**src/rtl/cart_pkg.sv**
```systemverilog
// Shared types and constants for the cartridge loader: controller states and loader defaults.
package cart_pkg;
   typedef enum logic [2:0] {
      ST_IDLE,
      ST_LOAD,
      ST_FILL,
      ST_HOLD,
      ST_RUN
   } cart_state_t;

   localparam logic [7:0] CART_INDEX_DEF = 8'd1;
   localparam logic [7:0] FILL_VAL       = 8'hFF;
endpackage

```
**src/rtl/cart_load_ctrl_if.sv**
```systemverilog
// Single-port cartridge memory bus: the controller drives address/data/strobe, memory returns registered read data.
interface cart_load_ctrl_if #(
   parameter int ADDR_W = 15
);
   logic [ADDR_W-1:0] mem_addr;
   logic [7:0]        mem_din;
   logic              mem_we;
   logic [7:0]        mem_dout;

   modport master (output mem_addr, output mem_din, output mem_we, input mem_dout);
   modport slave  (input mem_addr, input mem_din, input mem_we, output mem_dout);
endinterface

```
**src/rtl/pow2_mask.sv**
```systemverilog
// Mirroring mask: (smallest power of two >= cart_size) - 1, all ones for an empty cartridge. Combinational.
module pow2_mask
   import cart_pkg::*;
#(
   parameter int ADDR_W = 15
) (
   input  logic [ADDR_W:0]   cart_size,
   output logic [ADDR_W-1:0] mask
);
   logic [ADDR_W-1:0] smear;

   // A full window has zero low bits, so size-1 wraps to all ones, which is the right mask.
   always_comb begin
      smear = cart_size[ADDR_W-1:0] - ADDR_W'(1);
      for (int i = 0; i < ADDR_W; i++) begin
         smear = smear | (smear >> 1);
      end
      mask = (cart_size == '0) ? '1 : smear;
   end
endmodule

```
**src/rtl/cart_load_ctrl.sv**
```systemverilog
// Cartridge download sequencer sharing one memory between the ioctl loader and CPU reads; loader write 1 cycle, CPU read 2 cycles.
// Optional CART_CLEAR_EN back-fills the unused window with 8'hFF before releasing cpu_reset.
module cart_load_ctrl
   import cart_pkg::*;
#(
   parameter int          ADDR_W      = 15,
   parameter logic [7:0]  CART_INDEX  = CART_INDEX_DEF,
   parameter int          HOLD_CYCLES = 16
) (
   input  logic              clk_sys,
   input  logic              reset_n,
   input  logic              ioctl_download,
   input  logic [7:0]        ioctl_index,
   input  logic              ioctl_wr,
   input  logic [24:0]       ioctl_addr,
   input  logic [7:0]        ioctl_dout,
   input  logic              cpu_rd,
   input  logic [ADDR_W-1:0] cpu_addr,
   output logic [7:0]        cpu_dout,
   output logic              cpu_valid,
   output logic              cpu_reset,
   cart_load_ctrl_if.master  mem,
   output logic [ADDR_W:0]   cart_size
);
   localparam int HOLD_W = (HOLD_CYCLES > 1) ? $clog2(HOLD_CYCLES) : 1;
   localparam logic [HOLD_W-1:0] HOLD_LAST = HOLD_W'(HOLD_CYCLES - 1);

   cart_state_t       state_q;
   logic              cpu_reset_q;
   logic [HOLD_W-1:0] hold_cnt_q;
`ifdef CART_CLEAR_EN
   logic [ADDR_W-1:0] fill_ptr_q;
`endif

   logic [ADDR_W:0]   cart_size_d, cart_size_q;
   logic [ADDR_W-1:0] mem_addr_d, mem_addr_q;
   logic [7:0]        mem_din_d, mem_din_q;
   logic              mem_we_d, mem_we_q;
   logic              rd1_d, rd1_q;
   logic              valid_d, valid_q;

   logic              start, cpu_side, cpu_ok, load_wr;
   logic [ADDR_W:0]   wr_end;
   logic [ADDR_W-1:0] run_mask, rd_addr;

   pow2_mask #(.ADDR_W(ADDR_W)) u_mask (
      .cart_size (cart_size_q),
      .mask      (run_mask)
   );

   assign start    = ioctl_download && (ioctl_index == CART_INDEX) && (state_q != ST_LOAD);
   assign cpu_side = (state_q == ST_IDLE) || (state_q == ST_RUN);
   assign cpu_ok   = cpu_rd && cpu_side && !start;
   assign load_wr  = (state_q == ST_LOAD) && ioctl_wr && (ioctl_addr[24:ADDR_W] == '0);
   assign wr_end   = {1'b0, ioctl_addr[ADDR_W-1:0]} + (ADDR_W+1)'(1);
   assign rd_addr  = (state_q == ST_RUN) ? (cpu_addr & run_mask) : cpu_addr;

   always_comb begin
      cart_size_d = cart_size_q;
      mem_addr_d  = mem_addr_q;
      mem_din_d   = mem_din_q;
      mem_we_d    = 1'b0;
      rd1_d       = cpu_ok;
      valid_d     = rd1_q && cpu_side && !start;

      if (start) begin
         cart_size_d = '0;
      end else if (load_wr && (wr_end > cart_size_q)) begin
         cart_size_d = wr_end;
      end

      if (load_wr) begin
         mem_we_d   = 1'b1;
         mem_addr_d = ioctl_addr[ADDR_W-1:0];
         mem_din_d  = ioctl_dout;
`ifdef CART_CLEAR_EN
      end else if ((state_q == ST_FILL) && !start) begin
         mem_we_d   = 1'b1;
         mem_addr_d = fill_ptr_q;
         mem_din_d  = FILL_VAL;
`endif
      end else if (cpu_ok) begin
         mem_addr_d = rd_addr;
      end
   end

   always_ff @(posedge clk_sys) begin
      if (!reset_n) begin
         cart_size_q <= '0;
         mem_addr_q  <= '0;
         mem_din_q   <= '0;
         mem_we_q    <= 1'b0;
         rd1_q       <= 1'b0;
         valid_q     <= 1'b0;
      end else begin
         cart_size_q <= cart_size_d;
         mem_addr_q  <= mem_addr_d;
         mem_din_q   <= mem_din_d;
         mem_we_q    <= mem_we_d;
         rd1_q       <= rd1_d;
         valid_q     <= valid_d;
      end
   end

   // LOAD exits on the download fall; a strobe in that same cycle is already folded into cart_size_d.
   always_ff @(posedge clk_sys) begin
      if (!reset_n) begin
         state_q     <= ST_IDLE;
         cpu_reset_q <= 1'b0;
         hold_cnt_q  <= '0;
`ifdef CART_CLEAR_EN
         fill_ptr_q  <= '0;
`endif
      end else begin
         case (state_q)
            ST_IDLE, ST_RUN: begin
               if (start) begin
                  state_q     <= ST_LOAD;
                  cpu_reset_q <= 1'b1;
               end
            end
            ST_LOAD: begin
               if (!ioctl_download) begin
`ifdef CART_CLEAR_EN
                  if (cart_size_d[ADDR_W]) begin
                     state_q    <= ST_HOLD;
                     hold_cnt_q <= '0;
                  end else begin
                     state_q    <= ST_FILL;
                     fill_ptr_q <= cart_size_d[ADDR_W-1:0];
                  end
`else
                  state_q    <= ST_HOLD;
                  hold_cnt_q <= '0;
`endif
               end
            end
`ifdef CART_CLEAR_EN
            ST_FILL: begin
               if (start) begin
                  state_q <= ST_LOAD;
               end else if (fill_ptr_q == '1) begin
                  state_q    <= ST_HOLD;
                  hold_cnt_q <= '0;
               end else begin
                  fill_ptr_q <= fill_ptr_q + ADDR_W'(1);
               end
            end
`endif
            ST_HOLD: begin
               if (start) begin
                  state_q <= ST_LOAD;
               end else if (hold_cnt_q == HOLD_LAST) begin
                  state_q     <= ST_RUN;
                  cpu_reset_q <= 1'b0;
               end else begin
                  hold_cnt_q <= hold_cnt_q + HOLD_W'(1);
               end
            end
            default: begin
               state_q     <= ST_IDLE;
               cpu_reset_q <= 1'b0;
            end
         endcase
      end
   end

   assign cpu_reset    = cpu_reset_q;
   assign cpu_valid    = valid_q;
   assign cpu_dout     = valid_q ? mem.mem_dout : 8'h00;
   assign cart_size    = cart_size_q;
   assign mem.mem_addr = mem_addr_q;
   assign mem.mem_din  = mem_din_q;
   assign mem.mem_we   = mem_we_q;
endmodule

```
**src/flat_wrapper.sv**
```systemverilog
// flat-port wrapper written by rule: the top's interface ports become plain ports
module cart_load_ctrl_flat import cart_pkg::*;
#(
   parameter int          ADDR_W      = 15,
   parameter logic [7:0]  CART_INDEX  = CART_INDEX_DEF,
   parameter int          HOLD_CYCLES = 16
)
  (clk_sys, reset_n, ioctl_download, ioctl_index, ioctl_wr, ioctl_addr, ioctl_dout, cpu_rd, cpu_addr, cpu_dout, cpu_valid, cpu_reset, cart_size, mem_mem_addr, mem_mem_din, mem_mem_we, mem_mem_dout);
  cart_load_ctrl_if #(.ADDR_W(ADDR_W)) mem_i ();
  input  logic clk_sys;
  input  logic reset_n;
  input  logic ioctl_download;
  input  logic [7:0] ioctl_index;
  input  logic ioctl_wr;
  input  logic [24:0] ioctl_addr;
  input  logic [7:0] ioctl_dout;
  input  logic cpu_rd;
  input  logic [ADDR_W-1:0] cpu_addr;
  output logic [7:0] cpu_dout;
  output logic cpu_valid;
  output logic cpu_reset;
  output logic [ADDR_W:0] cart_size;
  output wire logic [$bits(mem_i.mem_addr)-1:0] mem_mem_addr;
  output wire logic [$bits(mem_i.mem_din)-1:0] mem_mem_din;
  output wire logic [$bits(mem_i.mem_we)-1:0] mem_mem_we;
  input wire logic [$bits(mem_i.mem_dout)-1:0] mem_mem_dout;
  assign mem_mem_addr = mem_i.mem_addr;
  assign mem_mem_din = mem_i.mem_din;
  assign mem_mem_we = mem_i.mem_we;
  assign mem_i.mem_dout = mem_mem_dout;
  cart_load_ctrl #(.ADDR_W(ADDR_W), .CART_INDEX(CART_INDEX), .HOLD_CYCLES(HOLD_CYCLES)) u_core (.clk_sys(clk_sys), .reset_n(reset_n), .ioctl_download(ioctl_download), .ioctl_index(ioctl_index), .ioctl_wr(ioctl_wr), .ioctl_addr(ioctl_addr), .ioctl_dout(ioctl_dout), .cpu_rd(cpu_rd), .cpu_addr(cpu_addr), .cpu_dout(cpu_dout), .cpu_valid(cpu_valid), .cpu_reset(cpu_reset), .mem(mem_i), .cart_size(cart_size));
endmodule
```
**config.mk**
```make
export PLATFORM = sky130hd
export DESIGN_NAME = cart_load_ctrl_flat
export DESIGN_NICKNAME = d
export VERILOG_FILES = /design/src/rtl/cart_pkg.sv /design/src/rtl/cart_load_ctrl_if.sv /design/src/rtl/pow2_mask.sv /design/src/rtl/cart_load_ctrl.sv /design/src/flat_wrapper.sv
export SDC_FILE = /design/constraint.sdc
export NUM_CORES = 1
export LEC_CHECK = 0
export CORE_MARGIN = 2
export CORE_UTILIZATION = 42
export CTS_CLUSTER_DIAMETER = 150
export DETAILED_ROUTE_END_ITERATION = 8
export GPL_TIMING_DRIVEN = 0
export PLACE_DENSITY = 0.78
export SYNTH_ARGS = -nofsm -noshare
export SYNTH_HDL_FRONTEND = slang
export SYNTH_SLANG_ARGS = --single-unit
```
**constraint.sdc**
```tcl
create_clock -name clk_sys -period 3.5 [get_ports clk_sys]
set_input_delay 0.7 -clock clk_sys [delete_from_list [all_inputs] [get_ports clk_sys]]
set_output_delay 0.7 -clock clk_sys [all_outputs]
set_load 0.02 [all_outputs]
```
==> results.ini, run 1 <==
[status]
outcome=completed

[clocking]
clkLatencyLatePin_ps=310
ctsHtreeMaxLevel=2
clk_transition_reported_paths_ps=110
cts_tree=done
cts_inserted_buffers=5
cts_sinks=50
root_buffer=clkbuf_8
cts_max_path_buffers=2

[worst_setup_path]
required_ps=3760
worst_setup_path_start_kind=input port
crit_start=ioctl_addr[4]
crit_fanout=6
arrival_ps=3600
end_kind=flip-flop
r2r_cells=9
slowest_delay_ps=330
cpMaxStageDelayCell=mux2_2
r2r-end=u_core.mem.mem_addr[7]$_SDFFE_PN0P_
worstSetupEndpoint=u_core.cart_size[0]$_SDFFE_PP0P_
crit_chain=dlygate4sd2_1 > and3_4 > nand3_1 > nor2_2 > nand4_1 > xnor2_2 > ha_1 > a21oi_2 > nor2b_1 > o211ai_1 > a31oi_2 > o31ai_4 > buf_6 > mux2_2 > nor2_1
worstReg2RegStart=u_core.cart_size[1]$_SDFFE_PP0P_
r2r_slack_ps=500
path_class=in -> reg

[logic_synthesis]
yosys_warnings=0
async_flop_share=0
yosysSeqAreaShare=0.293
synth.largest_area_cell=dfxtp_1
syn_avg_cell_area_um2=7.86
yosysUniqueCellTypes=63
synth_commonest_cells=nor2_1 (51), dfxtp_1 (50), nand2_1 (47)
ys_seq_elements=50
synth_nets=525
netlist.area_leader.share=0.293
synth-edff-count=0
syn_inst=435
synth_ff_type=dfxtp_1
syn_area_um2=3420
synth_most_common_cell=nor2_1
synth_area_leaders=dfxtp_1 (29%), ha_1 (7.7%), nor2_1 (5.6%), nand2_1 (5.2%), mux2i_1 (4.7%)

[detailed_routing]
drtPass1Iterations=5
via_per_inst=5.70
detail_route.wl_per_cell_um=16.6
vias=3833
finalWirelength_mm=11.1
drt_iter0_markers=154
drc=0
ant_nets=0

[timing]
skew_ps=11.8
hold_viol_final=0
fmax_ghz=0.299
period_share=0.956
slew_headroom=0.622
worst_pin_slew_ps=562
tns_ps=0
setup_violations=0
post-route-min-period_ps=3340
slew_viol_final=0
fin_ws_ps=155

[power_and_ir_drop]
sequentialPowerShare=0.467
ir_worst_vdd_mv=0.236
clock_power_share=0.345
comb_power_share=0.188
leakage_nw=1.94
internal_power_mw=0.929
p_sw_frac=0.265
switching_power_mw=0.335
p_per_area_nw_per_um2=254
total_power_mw=1.26

[cells_and_area]
fillerInstances=678
post-route-util=0.638
drive_gt1_frac=0.0982
syn_to_final_growth_pct=45.7
nets=659
final-instance-count-excl-fill=673

[grt]
grt_use_total=0.246
grt_overflow=0
grt_pass1_wl_mm=17.5
grt_max_degree=18
antenna_found_initial=1
grt_pass1_vias=3731

[floorplanning]
core-area_um2=7810
start_util=0.438
rows=32
io_pins=119
die_y_um=94.3
die_w_um=94.3
die_area_um2=8880

[placed_design]
portBuffers=117
gp_congestion=0.941
place_inst=654
place_worst_setup_slack_ps=-1050
dp.final_hpwl_mm=8.58

[hold_path]
hold_path_class=reg -> reg

[job]
max_cap_violations=0

[how the worst min path moves through the flow]
stage | from | end | slack [ps] | cells after the start
detailed placement | u_core.rd1_q$_SDFF_PN0_ | u_core.cpu_valid$_SDFF_PN0_ | 410 | 2
floorplan | u_core.rd1_q$_SDFF_PN0_ | u_core.cpu_valid$_SDFF_PN0_ | 400 | 2
CTS | u_core.rd1_q$_SDFF_PN0_ | u_core.cpu_valid$_SDFF_PN0_ | 430 | 2
global route | u_core.rd1_q$_SDFF_PN0_ | u_core.cpu_valid$_SDFF_PN0_ | 450 | 2
global placement | u_core.rd1_q$_SDFF_PN0_ | u_core.cpu_valid$_SDFF_PN0_ | 410 | 2
finish | u_core.rd1_q$_SDFF_PN0_ | u_core.cpu_valid$_SDFF_PN0_ | 420 | 2
[final cells by class]
cell class	count	area, µm²	share of cell area
antenna	1	2.50	0.000502
buffer	21	100	0.0201
clock buffer	5	68.8	0.0138
clock inverter	3	47.5	0.00954
inverter	22	82.6	0.0166
multi-input combinational	342	2320	0.466
sequential	50	1000	0.201
tap	102	128	0.0256
timing repair buffer	127	1230	0.247
[through the flow]
stage	hold WS [ps]	area, µm²
final	418	4980
after global routing	454	4980
after CTS	428	4910
after detailed placement	414	4730
after global placement	413	4730
after floorplan	395	3430
[cell usage in the layout (no fill, tap or decap), types with 3 or more instances in the layout]
cell type        Yosys  routed
a31oi_1              9       8
clkdlybuf4s50_1      0     107
dlygate4sd2_1        0       5
and2_1               8       8
clkbuf_1            14      14
dfxtp_1             50      50
xnor2_2              1       4
or4_1                3       3
clkbuf_2             1       4
nor4_4               4       4
xor2_1               5       5
buf_2                5       4
nor4_1               5       5
o21a_1               5       5
nor2b_1              4       4
clkbuf_8             0       5
o21ai_0             14      14
inv_1               21      21
nand2_1             47      47
nor3_1               6       6
a22oi_1              5       5
xnor2_1             17      14
nand3_1             24      23
buf_6                1       3
o211ai_1             7       7
and3_1               6       5
buf_4                0       9
ha_1                21      20
mux2i_1             16      16
nor2_2               0       3
nor2_1              51      48
nand4_1             16      16
a21oi_1             28      27
[state kept, by name, summed over array words and instances (netlist names)]
name	count
u_core.cart_size	16
u_core.cpu_reset	1
u_core.cpu_valid	1
u_core.hold_cnt_q	4
u_core.mem.mem_addr	15
u_core.mem.mem_din	8
u_core.mem.mem_we	1
u_core.rd1_q	1
u_core.state_q	3
[power by group through the flow]
stage / Sequential (mW) / Clock, mW / Combinational [mW]
5_1_grt: 0.591 / 0.461 / 0.255
3_3_place_gp: 0.602 / 0 / 0.225
2_1_floorplan: 0.615 / 0 / 0.0773
3_5_place_dp: 0.602 / 0 / 0.228
4_1_cts: 0.589 / 0.439 / 0.231
6_report: 0.589 / 0.436 / 0.238
[critical path: cells and delay by family]
kind            cells  cell delay (ps)
xor+xnor            1              180
simple gates        6              790
fa+ha+maj           1              320
buf+inv             2              460
compound gates      4              830
mux                 1              330
[repair_timing]
| item | in CTS | in global routing |
|---|---|---|
| gates cloned | 0 | 1 |
| hold buffers | 0 | 0 |
| endpoints found under the setup margin | 16 | 16 |
| buffers inserted | 6 | 3 |
| pin swaps | 3 | 3 |
| endpoints found under the hold margin | 0 | 0 |
| gates resized for setup | 17 | 19 |
[routing by layer]
metal,vias up,part of all wire,global-route usage
met5,-,0,0
met4,0,0.019,0.0713
met3,25,0.081,0.0602
met2,168,0.49,0.431
met1,1800,0.41,0.298
li1,1840,-,-
[cells by family (layout without fill, tap and decap cells)]
family / after synthesis / after routing / share of synthesized area
adders and majority gates: 21 / 21 / 0.0768
muxes: 17 / 17 / 0.0501
AOI/OAI and AO/OA: 91 / 91 / 0.176
DFF: 50 / 50 / 0.293
and+or+nand+nor: 190 / 190 / 0.292
buffers and inverters: 43 / 178 / 0.0516
xor gates and xnor gates: 23 / 23 / 0.0611
other: 0 / 1 / 0
Note: power is estimated with default switching activity, not from simulation.
==> inputs of run 2 (changes only) <==
--- a/config.mk
+++ b/config.mk
@@ -5,6 +5,7 @@
 export SDC_FILE = /design/constraint.sdc
 export NUM_CORES = 1
 export LEC_CHECK = 0
+export CORE_ASPECT_RATIO = 1.2
 export CORE_MARGIN = 2
 export CORE_UTILIZATION = 42
 export CTS_CLUSTER_DIAMETER = 150
==> run 2 against run 1 <==
  * Cell count shrank 1.5%
  * Sequential cell count stayed put
  * Clock power fell by 14%
  * Via count shrank 1.6%
  * Design area fell by 0.95%
  * Sequential share of layout area up 0.19 points
  * Total power decreased by 5.0%
  * Register-to-register slack gained 30 ps
  * Largest cell class unchanged
  * Largest power group unchanged
  * Highest routed layer unchanged
==> results.ini, run 2 (synthesis gave the netlist of run 1 again) <==
[status]
outcome=completed

[grt]
grt_pass1_vias=3449
grt_use_total=0.239
grt_pass1_wl_mm=16.9
grt_overflow=0
grt_max_degree=18
antenna_found_initial=0

[detailed_routing]
dr.max_layer_used=met4
wl_met1_mm=4.33
wl_met3_um=702
dr_wl_met2_mm=5.87
via_per_inst=5.69
vias=3772
ant_nets=0
finalWirelength_mm=11.1
drt_iter0_markers=153
drc=0
drtPass1Iterations=5
detail_route.wl_per_cell_um=16.7

[placed_design]
place_worst_setup_slack_ps=-1100
gp_congestion=0.946
dpl-instance-area_um2=4720
portBuffers=117
dp.final_hpwl_mm=8.58

[cells_and_area]
finalInstanceArea_um2=4940
drive_gt1_frac=0.0898
multi_input_comb_area_um2=2310
final_cell_mix=clkdlybuf4s50_1 (107), dfxtp_1 (50), nor2_1 (48)
largest_register_ffs=16
antennaDiodeCount=0
nets=657
final_common_cell=clkdlybuf4s50_1
syn_to_final_growth_pct=44.3
seqCellArea_um2=1000
fillerInstances=726

[floorplanning]
io_pins=119
rows=36
die_w_um=86.4
die_y_um=103
core-area_um2=8020
die_area_um2=8890
start_util=0.427

[timing]
slew_viol_final=0
rsz0062_at_grt=no
hold_viol_final=0
slew_headroom=0.618
setup_violations=0
skew_ps=8.04
post-route-min-period_ps=3380
period_share=0.967
holdWs_ps=450
fmax_ghz=0.296
fin_ws_ps=117
worst_pin_slew_ps=573

[worst_setup_path]
r2r_cells=9
r2r-end=u_core.mem.mem_addr[1]$_SDFFE_PN0P_
path_class=in -> reg
arrival_ps=3590
worstSetupEndpoint=u_core.cart_size[4]$_SDFFE_PP0P_
end_kind=flip-flop
r2r_slack_ps=530
crit_start=ioctl_addr[1]
crit_fanout=5
worst_setup_path_start_kind=input port
required_ps=3700
worstReg2RegStart=u_core.cart_size[1]$_SDFFE_PP0P_

[hold_path]
worstHoldStart=u_core.rd1_q$_SDFF_PN0_
hold_path_class=reg -> reg

[power_and_ir_drop]
leakage_nw=1.94
p_per_area_nw_per_um2=243
ir_worst_vdd_mv=0.174

[clocking]
ctsHtreeMaxLevel=2
root_buffer=clkbuf_8
cts_tree=done
clk_transition_reported_paths_ps=110
cts_inserted_buffers=5
cts_sinks=50
cts_hold_buf=0
clkLatencyLatePin_ps=320
cts_max_path_buffers=2

[job]
max_cap_violations=0

[run 2: worst min path at each step]
stage	cells after the start	endpoint
floorplan	2	u_core.cpu_valid$_SDFF_PN0_
global placement	2	u_core.cpu_valid$_SDFF_PN0_
detailed placement	2	u_core.cpu_valid$_SDFF_PN0_
CTS	2	u_core.cpu_valid$_SDFF_PN0_
global route	2	u_core.mem.mem_din[7]$_SDFFE_PN0P_
finish	2	u_core.cpu_valid$_SDFF_PN0_
[run 2: stage by stage]
step | util | setup TNS [ps] | total power, mW | instances
floorplan | - | 0 | 0.692 | 435
global placement | 0.589 | -14080 | 0.826 | 647
detailed placement | 0.589 | -14910 | 0.829 | 647
CTS | 0.608 | 0 | 1.20 | 658
global route | 0.616 | 0 | 1.24 | 663
finish | 0.616 | 0 | 1.20 | 663
[run 2: critical path, stage by stage]
cell	delay, ps
dlygate4sd2_1	340
ha_4	200
nand3_2	110
or2_4	300
nor2_1	130
xor2_1	110
ha_1	370
nand4_1	180
nor2_2	190
o21ai_0	100
a31oi_1	260
o31ai_4	100
buf_6	150
buf_4	130
mux2i_1	140
nor2_1	50
[run 2: final cells by class]
| class | instances | area share |
|---|---|---|
| buffer | 21 | 0.0203 |
| clock buffer | 5 | 0.0139 |
| clock inverter | 3 | 0.00456 |
| inverter | 22 | 0.0167 |
| multi-input combinational | 342 | 0.468 |
| sequential | 50 | 0.203 |
| tap | 95 | 0.0241 |
| timing repair buffer | 125 | 0.249 |
[run 2: power breakdown]
| group | leakage (nW) | total, mW | internal (mW) | switching, mW |
|---|---|---|---|---|
| clock network | 0.0489 | 0.373 | 0.146 | 0.228 |
| registers | 0.406 | 0.589 | 0.581 | 0.00838 |
| logic | 1.48 | 0.237 | 0.130 | 0.107 |
[run 2: metal layers]
layer / vias to the layer above / GRT usage
li1: 1830 / -
met1: 1769 / 0.292
met2: 157 / 0.430
met3: 16 / 0.0416
met4: 0 / 0.0673
met5: - / 0
[run 2: repair_timing]
| item | CTS | global route |
|---|---|---|
| resized for setup | 18 | 12 |
| setup endpoints to repair | 16 | 16 |
| buffers inserted | 3 | 5 |
| pin swaps | 6 | 6 |
